### config.mk
export PLATFORM = sky130hd
export DESIGN_NAME = fsm_job_launcher_flat
export DESIGN_NICKNAME = d
export VERILOG_FILES = /design/src/rtl/fsm_job_launcher_pkg.sv /design/src/rtl/fsm_job_launcher_if.sv /design/src/rtl/fsm_job_launcher_wait_timer.sv /design/src/rtl/fsm_job_launcher.sv /design/src/flat_wrapper.sv
export SDC_FILE = /design/constraint.sdc
export NUM_CORES = 1
export LEC_CHECK = 0
export BUFFER_PORTS_ARGS = -buffer_cell sky130_fd_sc_hd__buf_4
export CAP_MARGIN = 20
export CORE_MARGIN = 2
export CORE_UTILIZATION = 36
export DETAILED_ROUTE_END_ITERATION = 6
export RECOVER_POWER = 100
export SLEW_MARGIN = 25
export SYNTH_ARGS = -nofsm -noshare
export SYNTH_HDL_FRONTEND = slang
export SYNTH_SLANG_ARGS = --single-unit
### constraint.sdc
create_clock -name clk -period 1.84 [get_ports clk]
set_input_delay 0.368 -clock clk [delete_from_list [all_inputs] [get_ports clk]]
set_output_delay 0.368 -clock clk [all_outputs]
set_load 0.02 [all_outputs]
### src/rtl/fsm_job_launcher_pkg.sv
// Shared types and defaults for the go/done job launcher.
package fsm_launch_pkg;

  typedef enum logic [2:0] {
    S_IDLE   = 3'd0,
    S_ARM    = 3'd1,
    S_LAUNCH = 3'd2,
    S_WAIT   = 3'd3,
    S_REPORT = 3'd4
  } state_t;

  localparam int DEF_CNT_W   = 8;
  localparam int DEF_CYC_W   = 16;
  localparam int DEF_TIMEOUT = 64;

  // A timer that must reach TIMEOUT-1; never narrower than one bit.
  function automatic int timer_w(input int timeout);
    return ($clog2(timeout) > 0) ? $clog2(timeout) : 1;
  endfunction

endpackage

### src/rtl/fsm_job_launcher_if.sv
// Request/response handshake bundle between host and launcher.
interface fsm_job_launcher_if
  import fsm_launch_pkg::*;
#(
  parameter int CNT_W = DEF_CNT_W,
  parameter int CYC_W = DEF_CYC_W
);
  logic             req_valid;
  logic             req_ready;
  logic [CNT_W-1:0] req_count;
  logic             rsp_valid;
  logic             rsp_ready;
  logic [CNT_W-1:0] rsp_runs;
  logic             rsp_timeout;
  logic [CYC_W-1:0] rsp_cycles;

  modport master (
    output req_valid, req_count, rsp_ready,
    input  req_ready, rsp_valid, rsp_runs, rsp_timeout, rsp_cycles
  );

  modport slave (
    input  req_valid, req_count, rsp_ready,
    output req_ready, rsp_valid, rsp_runs, rsp_timeout, rsp_cycles
  );
endinterface

### src/rtl/fsm_job_launcher_wait_timer.sv
// Clear/enable counter flagging the final permitted WAIT cycle.
module wait_timer
  import fsm_launch_pkg::*;
#(
  parameter int TIMEOUT = DEF_TIMEOUT
) (
  input  logic clk,
  input  logic rst,
  input  logic i_clr,
  input  logic i_en,
  output logic o_tc
);
  localparam int TW = timer_w(TIMEOUT);

  logic [TW-1:0] r_cnt;

  always_ff @(posedge clk) begin
    if (rst || i_clr) begin
      r_cnt <= '0;
    end else if (i_en) begin
      r_cnt <= r_cnt + TW'(1);
    end
  end

  assign o_tc = (r_cnt == TW'(TIMEOUT - 1));
endmodule

### src/rtl/fsm_job_launcher.sv
// Job launcher: re-arms, starts and times one sticky-done worker per run.
module fsm_job_launcher
  import fsm_launch_pkg::*;
#(
  parameter int CNT_W   = DEF_CNT_W,
  parameter int CYC_W   = DEF_CYC_W,
  parameter int TIMEOUT = DEF_TIMEOUT
) (
  input  logic                clk,
  input  logic                rst,
  fsm_job_launcher_if.slave   bus,
  output logic                wrk_rst,
  output logic                wrk_go,
  input  logic                wrk_done,
  output logic                busy
);

  function automatic logic [CYC_W-1:0] sat_inc(input logic [CYC_W-1:0] v);
    return (&v) ? v : v + CYC_W'(1);
  endfunction

  state_t           r_state;
  state_t           w_next;
  logic [CNT_W-1:0] r_target;
  logic [CNT_W-1:0] r_runs;
  logic             r_timeout;
  logic [CYC_W-1:0] r_cycles;
  logic [CNT_W-1:0] w_runs_inc;
  logic             w_tc;
  logic             w_accept;
  logic             w_active;

  assign w_runs_inc = r_runs + CNT_W'(1);
  assign w_accept   = (r_state == S_IDLE) && bus.req_valid;
  assign w_active   = (r_state == S_ARM) || (r_state == S_LAUNCH) || (r_state == S_WAIT);

  wait_timer #(.TIMEOUT(TIMEOUT)) u_timer (
    .clk  (clk),
    .rst  (rst),
    .i_clr(r_state == S_LAUNCH),
    .i_en (r_state == S_WAIT),
    .o_tc (w_tc)
  );

  always_ff @(posedge clk) begin
    if (rst) begin
      r_state <= S_IDLE;
    end else begin
      r_state <= w_next;
    end
  end

  // Done takes priority over the terminal count in the same WAIT cycle.
  always_comb begin
    w_next = r_state;
    case (r_state)
      S_IDLE: begin
        if (bus.req_valid) begin
          w_next = (bus.req_count == '0) ? S_REPORT : S_ARM;
        end
      end
      S_ARM:    w_next = S_LAUNCH;
      S_LAUNCH: w_next = S_WAIT;
      S_WAIT: begin
        if (wrk_done) begin
          w_next = (w_runs_inc == r_target) ? S_REPORT : S_ARM;
        end else if (w_tc) begin
          w_next = S_REPORT;
        end
      end
      S_REPORT: begin
        if (bus.rsp_ready) begin
          w_next = S_IDLE;
        end
      end
      default: w_next = S_IDLE;
    endcase
  end

  always_ff @(posedge clk) begin
    if (rst) begin
      r_target  <= '0;
      r_runs    <= '0;
      r_timeout <= 1'b0;
      r_cycles  <= '0;
    end else if (w_accept) begin
      r_target  <= bus.req_count;
      r_runs    <= '0;
      r_timeout <= 1'b0;
      r_cycles  <= '0;
    end else begin
      if (w_active) begin
        r_cycles <= sat_inc(r_cycles);
      end
      if (r_state == S_WAIT) begin
        if (wrk_done) begin
          r_runs <= w_runs_inc;
        end else if (w_tc) begin
          r_timeout <= 1'b1;
        end
      end
    end
  end

  // Worker reset follows launcher reset combinationally so an abort clears it too.
  assign wrk_rst         = rst || (r_state == S_ARM);
  assign wrk_go          = (r_state == S_LAUNCH);
  assign busy            = (r_state != S_IDLE);
  assign bus.req_ready   = (r_state == S_IDLE);
  assign bus.rsp_valid   = (r_state == S_REPORT);
  assign bus.rsp_runs    = r_runs;
  assign bus.rsp_timeout = r_timeout;
  assign bus.rsp_cycles  = r_cycles;

endmodule
### src/flat_wrapper.sv
// flat-port wrapper written by rule: the top's interface ports become plain ports
module fsm_job_launcher_flat import fsm_launch_pkg::*;
#(
  parameter int CNT_W   = DEF_CNT_W,
  parameter int CYC_W   = DEF_CYC_W,
  parameter int TIMEOUT = DEF_TIMEOUT
)
  (clk, rst, wrk_rst, wrk_go, wrk_done, busy, bus_req_valid, bus_req_count, bus_rsp_ready, bus_req_ready, bus_rsp_valid, bus_rsp_runs, bus_rsp_timeout, bus_rsp_cycles);
  fsm_job_launcher_if #(.CNT_W(CNT_W), .CYC_W(CYC_W)) bus_i ();
  input  logic clk;
  input  logic rst;
  output logic wrk_rst;
  output logic wrk_go;
  input  logic wrk_done;
  output logic busy;
  input wire logic [$bits(bus_i.req_valid)-1:0] bus_req_valid;
  input wire logic [$bits(bus_i.req_count)-1:0] bus_req_count;
  input wire logic [$bits(bus_i.rsp_ready)-1:0] bus_rsp_ready;
  output wire logic [$bits(bus_i.req_ready)-1:0] bus_req_ready;
  output wire logic [$bits(bus_i.rsp_valid)-1:0] bus_rsp_valid;
  output wire logic [$bits(bus_i.rsp_runs)-1:0] bus_rsp_runs;
  output wire logic [$bits(bus_i.rsp_timeout)-1:0] bus_rsp_timeout;
  output wire logic [$bits(bus_i.rsp_cycles)-1:0] bus_rsp_cycles;
  assign bus_i.req_valid = bus_req_valid;
  assign bus_i.req_count = bus_req_count;
  assign bus_i.rsp_ready = bus_rsp_ready;
  assign bus_req_ready = bus_i.req_ready;
  assign bus_rsp_valid = bus_i.rsp_valid;
  assign bus_rsp_runs = bus_i.rsp_runs;
  assign bus_rsp_timeout = bus_i.rsp_timeout;
  assign bus_rsp_cycles = bus_i.rsp_cycles;
  fsm_job_launcher #(.CNT_W(CNT_W), .CYC_W(CYC_W), .TIMEOUT(TIMEOUT)) u_core (.clk(clk), .rst(rst), .bus(bus_i), .wrk_rst(wrk_rst), .wrk_go(wrk_go), .wrk_done(wrk_done), .busy(busy));
endmodule
## Yosys cells after proc, flatten, opt, wreduce, memory -nomap -nowiden

Cells that the tools add are included.

| cells by class | value |
|---|---|
| reductions and logical operators | 14 |
| bitwise logic cells | 2 |
| add/sub/neg operators | 3 |
| muxes and demuxes | 7 |
| eq/ne operators | 9 |

Operator list:

| operator | number |
|---|---|
| $mux 3 | 6 |
| $add 16x1->16 const B | 1 |
| $reduce_and 16->1 | 1 |
| $pmux 3 s5 | 1 |
| $add 8x1->8 const B | 1 |
| $eq 8x8->1 | 1 |
| $logic_not 8->1 | 1 |
| $add 6x1->6 const B | 1 |
| $eq 3x2->1 const B | 2 |
| $eq 6x6->1 const B | 1 |
| $reduce_and 3->1 | 2 |
| $logic_or 1x1->1 | 4 |
| $ne 2x2->1 const B | 2 |
| $reduce_and 2->1 | 2 |
| $eq 3x1->1 const B | 1 |
| $eq 3x3->1 const B | 1 |
| $logic_not 3->1 | 1 |
| $ne 3x2->1 const B | 1 |
| $reduce_bool 3->1 | 1 |
| $not 1->1 | 2 |
| $reduce_or 2->1 | 1 |
| $logic_and 1x1->1 | 1 |

| storage, ports and cells | value |
|---|---|
| register bits | 42 |
| output and inout bits | 30 |
| bits of input ports | 13 |
| logic and storage cells | 41 |

## Longest topological paths before layout

Gate-level depths: netlist (run 1).

| depth | value |
|---|---|
| word-level depth | 5 |
| depth in mapped cells | 8 |
| depth with buffers taken out | 6 |

## By module

Synthesis (run 1) repeated with hierarchy kept, for this count alone.

| unflattened totals | value |
|---|---|
| cells, all modules | 262 |
| area total of the unflattened synthesis | 2145.8 µm² |

By module, submodules not included:

| module | area an instance (µm²) | instances | sequential area each (µm²) | cells each |
|---|---|---|---|---|
| fsm_job_launcher | 1884.3 | 1 | 720.7 | 233 |
| wait_timer | 261.5 | 1 | 120.1 | 29 |

## Worst setup path after synthesis (run 1)

OpenSTA, ideal clock, no wires.

| timing | value |
|---|---|
| kind | reg2reg |
| start | register u_core.r_runs[0] (netlist: u_core.bus.rsp_runs[0]) |
| end | register u_core.r_state[0] |
| stages on the path, launching flop included | 6 |
| data required time | 1710 ps |
| path slack | -205 ps |
| data arrival time | 1915 ps |
| period minus slack after synthesis | 2045 ps |
| setup time | 130 ps |
| path through | dfxtp_1 ha_1 nand3_1 or4_1 a2111oi_0 o31ai_1 |

| on the way | value |
|---|---|
| word-level cells in the longest chain between the ends | 5 |

RTL lines:

| item | RTL line | text |
|---|---|---|
| start: declaration | fsm_job_launcher.sv:25 | `logic [CNT_W-1:0] r_runs;` |
| start signal: assignment | fsm_job_launcher.sv:97 | `r_runs <= w_runs_inc;` |
| $add 8x1->8 | fsm_job_launcher.sv:33 | `assign w_runs_inc = r_runs + CNT_W'(1);` |
| $eq 8x8->1 | fsm_job_launcher.sv:66 | `w_next = (w_runs_inc == r_target) ? S_REPORT : S_ARM;` |
| $mux 3 | fsm_job_launcher.sv:66 |  |
| $mux 3 | fsm_job_launcher.sv:65 | `if (wrk_done) begin` |
| $pmux 3 s5 | fsm_job_launcher.sv:56 | `case (r_state)` |
| end signal: assignment | fsm_job_launcher.sv:49 | `r_state <= w_next;` |
| end: declaration | fsm_job_launcher.sv:22 | `state_t r_state;` |

Every way passes these cells.
A chain may end at the register's enable or synchronous reset.

## Final worst setup path (run 1)

| timing | value |
|---|---|
| start | register u_core.r_state[0] |
| end | output bus_req_ready |

| on the way | value |
|---|---|
| word-level cells in the longest chain between the ends | 1 |

RTL lines:

| item | RTL line | text |
|---|---|---|
| $logic_not 3->1 | fsm_job_launcher.sv:109 | `assign bus.req_ready = (r_state == S_IDLE);` |
| end: declaration | flat_wrapper.sv:19 | `output wire logic [$bits(bus_i.req_ready)-1:0] bus_req_ready;` |

Every way passes these cells.

==> results.yml, run 1 <==
status:
  status: "complete, no violations"
logic_synthesis:
  synthesis.area_um2: 2100
  synth_cell_type_count: 42
  synth.most_common_cell: "dfxtp_1"
  avgSynthCellArea_um2: 8.22
  synthCells: 255
  syn-num-nets: 271
  yosys_warnings: 0
  ys.flop_type: "dfxtp_1"
  synth_top_area_share: 0.401
  synth_edf_count: 0
  synth_commonest_cells: "42 x dfxtp_1, 33 x nor2_1, 27 x nand2_1, 20 x xor2_1, 19 x a21oi_1"
  synth-seq-cells: 42
  synthArstFlopShare: 0
  seq_area_frac_synth: 0.401
  synth_top_area_cell: "dfxtp_1"
  netlist_top_cells_area: "dfxtp_1 40%, xor2_1 8.4%, nor2_1 5.9%"
critical_path:
  critPathMaxFanout: 8
  critPathCaptureType: "output port"
  r2r_start: "u_core.bus.rsp_runs[1]"
  required_ns: 1.47
  r2r_end: "u_core.r_state[0]"
  crit_family: "simple AND/OR/NAND/NOR gates"
  arrival_ns: 1.40
  ff2ff_path_depth: 5
  cp.buffers_inverters: 2
  startpoint_type: "register"
  worst-path-stages: 3
  crit_path_start: "u_core.r_state[0]"
  r2r_setup_slack_ns: 0.08
  critical_path.cell_chain: "or3_1 -> inv_2 -> clkbuf_2"
  critical-path-slowest-cell: "or3_1"
  worstSetupEndpoint: "bus_req_ready"
  critPathMaxStageDelay_ns: 0.46
  worstSetupPathType: "reg2out"
route:
  wire_per_inst_um: 12.6
  drtPass1Iterations: 4
  drtIter0Drc: 56
  drc: 0
  vias: 1923
  ant_nets: 0
  vias_per_cell: 5.02
  finalWirelength_um: 4810
floorplanning:
  ioPinCount: 43
  start_util: 0.376
  coreArea_um2: 5570
  std_cell_rows: 27
  die_y_um: 80.3
  dieArea_um2: 6450
  die_w_um: 80.3
clock_network:
  cts-hold-fix-buffers: 0
  clk_pin_slew_ns: 0.08
  h-tree-depth: 2
  cts_tree: "done"
  clock-sinks: 42
  clockBufferDepth: 2
  root_buffer: "clkbuf_8"
  numCtsBuffers: 5
  clk_latency_ns: 0.29
  cts_setup_buffers: 0
placement:
  place_congestion: 0.871
  post-dp-hpwl_um: 3620
  portBuffers: 42
sta:
  clock.fmax_mhz: 565
  fin_hold_ws_ns: 0.324
  setup_violations: 0
  skew_ns: 0.00483
  period_share: 0.961
  worstMarginPinSlew_ns: 0.397
  slew_viol_final: 0
  slew_headroom: 0.733
  finalHoldViolCount: 0
  rsz0062_at_grt: "no"
  finalCriticalPeriod_ns: 1.77
  setup-tns-final_ns: 0
grt:
  grt_pass1_wl_um: 8090
  antenna_found_initial: 0
  overflow: 0
  grt_usage: 0.157
  grt_max_degree: 26
  grt_pass1_vias: 1806
min_path:
  min_path_type: "in2reg"
job:
  cap_viol_max_count: 0
power_and_ir_drop:
  leakagePower_nw: 1.00
  p_per_area_nw_per_um2: 994
  ir_drop_uv: 463
layout:
  nets: 326
  drive_gt1_frac: 0.186
  syn2layout_area_growth_pct: 27.2
  antenna_cells: 0
## flip-flops by register name (all words and copies together), names as in the netlist
| name | flops |
|---|---|
| u_core.bus.rsp_timeout | 1 |
| u_core.r_target | 8 |
| u_core.r_state | 3 |
| u_core.bus.rsp_cycles | 16 |
| u_core.u_timer.r_cnt | 6 |
| u_core.bus.rsp_runs | 8 |
## routing by layer
metal | global-route usage | wire, um | up-vias
met5 | 0 | 0 | -
met4 | 0.0441 | 34 | 0
met3 | 0.0371 | 218 | 4
met2 | 0.249 | 2230 | 36
met1 | 0.212 | 2320 | 881
li1 | - | - | 1002
## stage by stage
step / setup slack (ns) / power (mW) / std cells / instance area [um2] / util
after floorplan: 0.00636 / 1.62 / 255 / 2120 / -
after global placement: 0.0236 / 1.89 / 375 / 2610 / 0.468
after detailed placement: 0.0138 / 1.90 / 375 / 2610 / 0.468
after CTS: 0.00450 / 2.73 / 383 / 2750 / 0.493
after global routing: 0.00224 / 2.81 / 383 / 2670 / 0.478
final: 0.0715 / 2.65 / 383 / 2670 / 0.478
## cells in the final DEF, fill, tap and decap left out, types with 2 or more instances in the layout
| master | netlist | layout |
|---|---|---|
| nand2_1 | 27 | 27 |
| nor4_1 | 2 | 2 |
| a211oi_1 | 2 | 2 |
| buf_4 | 1 | 30 |
| xnor2_1 | 12 | 12 |
| or2_2 | 3 | 3 |
| xor2_1 | 20 | 20 |
| ha_1 | 3 | 2 |
| nand3_1 | 12 | 12 |
| inv_1 | 4 | 4 |
| clkbuf_8 | 0 | 5 |
| o21ai_0 | 9 | 8 |
| dfxtp_4 | 0 | 2 |
| and4_1 | 5 | 4 |
| nor2_1 | 33 | 33 |
| clkbuf_2 | 0 | 5 |
| and3_1 | 3 | 3 |
| a21oi_1 | 19 | 19 |
| clkbuf_1 | 5 | 22 |
| dfxtp_1 | 42 | 38 |
| or3_1 | 6 | 6 |
| dfxtp_2 | 0 | 2 |
| nor3b_1 | 2 | 2 |
| o21ai_1 | 1 | 2 |
| mux2i_1 | 2 | 2 |
| and2_0 | 0 | 2 |
| nor3_1 | 4 | 4 |
| nand4_1 | 11 | 11 |
| and2_1 | 6 | 4 |
## worst min-delay path by stage
stage	start	to	slack, ns	cells after the start
2_1_floorplan	u_core.r_target[0]	u_core.r_target[0]	0.45	2
3_3_place_gp	u_core.r_target[7]	u_core.r_target[7]	0.46	2
3_5_place_dp	u_core.r_target[7]	u_core.r_target[7]	0.46	2
4_1_cts	bus_req_count[6]	u_core.r_target[6]	0.32	3
5_1_grt	bus_req_count[3]	u_core.r_target[3]	0.34	3
6_report	bus_req_count[6]	u_core.r_target[6]	0.32	3
## timing repair
item | CTS | global route
pin swaps | 1 | 1
gates resized for setup | 1 | 8
endpoints found under the setup margin | 1 | 2
## power by group
group	switching, mW	internal (mW)	leakage [nW]	total (mW)
combinational	0.461	0.289	0.591	0.750
clock	0.333	0.489	0.0665	0.822
sequential	0.0938	0.984	0.343	1.08
## cell type report
| type | count | area [um2] |
|---|---|---|
| clock inverters | 2 | 38.8 |
| repair buffers | 58 | 340 |
| multi-input cells | 198 | 1230 |
| flip-flops and latches | 42 | 851 |
| well taps | 72 | 90.1 |
| clock buffers | 6 | 93.8 |
| inverters | 5 | 18.8 |
| fillers | 591 | 2910 |
## logic make-up (layout without fill, tap and decap cells)
kind of cell	Yosys count	after routing	share of synthesized area
compound gates	42	42	0.122
simple gates	119	119	0.285
buf+inv	15	71	0.0310
xor+xnor	32	32	0.134
flops	42	42	0.401
mux	2	2	0.00955
fa+ha+maj	3	3	0.0179
## worst register-to-register path, stage by stage (launching register included)
cell	delay (ns)
dfxtp_2	0.40
ha_4	0.15
nand3_1	0.10
or4_4	0.55
a2111oi_4	0.35
o31ai_1	0.11
Power figures use the tool's default switching activity.
==> run 2: changes to the inputs <==
BUFFER_PORTS_ARGS = default   (was -buffer_cell sky130_fd_sc_hd__buf_4)
DONT_BUFFER_PORTS = 1   (was default)
clock period = 2.25 ns   (was 1.84 ns; I/O delays follow)
==> results.yml, run 2 (synthesized netlist as in run 1, its figures left out) <==
layout:
  num-fill-cells: 581
  final_cell_mix: "42 x dfxtp_1, 33 x nor2_1, 27 x nand2_1, 20 x xor2_1, 19 x a21oi_1"
  final_area_um2: 2340
  final_common_cell: "dfxtp_1"
  syn2layout_area_growth_pct: 11.9
  final_cells: 344
  largest_reg_flops: 16
  antenna_cells: 0
  nets: 287
  final_util: 0.421
  drive_gt1_frac: 0.0699
sta:
  rsz0062_at_grt: "no"
  finalHoldViolCount: 0
  slew_headroom: 0.631
  skew_ns: 0.00654
  period_share: 0.899
  fin_hold_ws_ns: 0.214
  setup_violations: 0
  setup-tns-final_ns: 0
  worstMarginPinSlew_ns: 0.550
  clock.fmax_mhz: 494
  finalCriticalPeriod_ns: 2.02
  slew_viol_final: 0
grt:
  grt_max_degree: 26
  overflow: 0
  grt_pass1_wl_um: 7900
  grt_pass1_vias: 1636
  antenna_found_initial: 0
  grt_usage: 0.157
route:
  drtPass1Iterations: 4
  drtIter0Drc: 77
  wire_per_inst_um: 13.4
  vias: 1790
  drc: 0
  vias_per_cell: 5.20
  ant_nets: 0
  finalWirelength_um: 4600
placement:
  post-dp-hpwl_um: 3460
  place_congestion: 0.782
  placed_cells: 336
  place_area_um2: 2280
  portBuffers: 0
min_path:
  min_path_type: "in2reg"
clock_network:
  clock-sinks: 42
  numCtsBuffers: 5
  cts_tree: "done"
  h-tree-depth: 2
  clk_latency_ns: 0.29
  clockBufferDepth: 2
  root_buffer: "clkbuf_8"
  clk_pin_slew_ns: 0.09
critical_path:
  startpoint_type: "register"
  arrival_ns: 2.20
  critPathMaxFanout: 5
  required_ns: 2.43
  critPathCaptureType: "register"
  worstSetupPathType: "reg2reg"
floorplanning:
  coreArea_um2: 5570
  ioPinCount: 43
  start_util: 0.376
  die_w_um: 80.3
  die_y_um: 80.3
  std_cell_rows: 27
  dieArea_um2: 6450
job:
  cap_viol_max_count: 0
power_and_ir_drop:
  p_per_area_nw_per_um2: 859
  leakagePower_nw: 0.829
  ir_drop_uv: 371
status:
  status: "complete, no violations"
[run 2: stage by stage]
stage               setup slack (ns)  power, mW
CTS                            0.195       2.07
global route                  0.0597       2.14
global placement               0.282       1.47
detailed placement             0.204       1.48
floorplan                      0.205       1.32
finish                         0.227       2.01
[run 2: metal layers]
layer | wire length (um) | vias to the layer above | track usage
li1 | - | 926 | -
met1 | 2220 | 831 | 0.212
met2 | 2090 | 28 | 0.243
met3 | 227 | 5 | 0.0427
met4 | 60 | 0 | 0.0508
met5 | 0 | - | 0
[run 2: worst max-delay path: stages, from the launching register on]
cell and delay [ns]:
dfxtp_1 0.40, ha_1 0.27, nand3_1 0.15, or4_1 0.57, a2111oi_1 0.40, o31ai_1 0.12
[run 2: layout make-up]
class,count,area (um2),share of cell area
Inverter,5,18.8,0.00800
Timing Repair Buffer,19,95.1,0.0406
Clock buffer,5,68.8,0.0293
Tap cell,72,90.1,0.0384
Multi-Input combinational cell,198,1190,0.508
Clock inverter,3,40.0,0.0171
Sequential cell,42,841,0.359
[run 2: timing repair]
item | in CTS | in global routing
setup buffers | 0 | 0
gates resized for setup | 0 | 1
endpoints found under the setup margin | 0 | 1
hold buffers | 0 | 0
[run 2: where the power goes]
group / total (mW) / internal [mW] / switching (mW)
sequential: 0.880 / 0.806 / 0.0739
clock: 0.599 / 0.327 / 0.272
combinational: 0.536 / 0.187 / 0.349
[run 2: worst paths after layout]
check | startpoint | endpoint | slack (ns) | cells after the start
setup / recovery | u_core.bus.rsp_runs[1] | u_core.r_state[0] | 0.23 | 5
hold / removal | rst | u_core.r_target[7] | 0.21 | 1
setup reg to reg | u_core.bus.rsp_runs[1] | u_core.r_state[0] | 0.23 | 5
hold reg to reg | u_core.r_target[7] | u_core.r_target[7] | 0.47 | 2
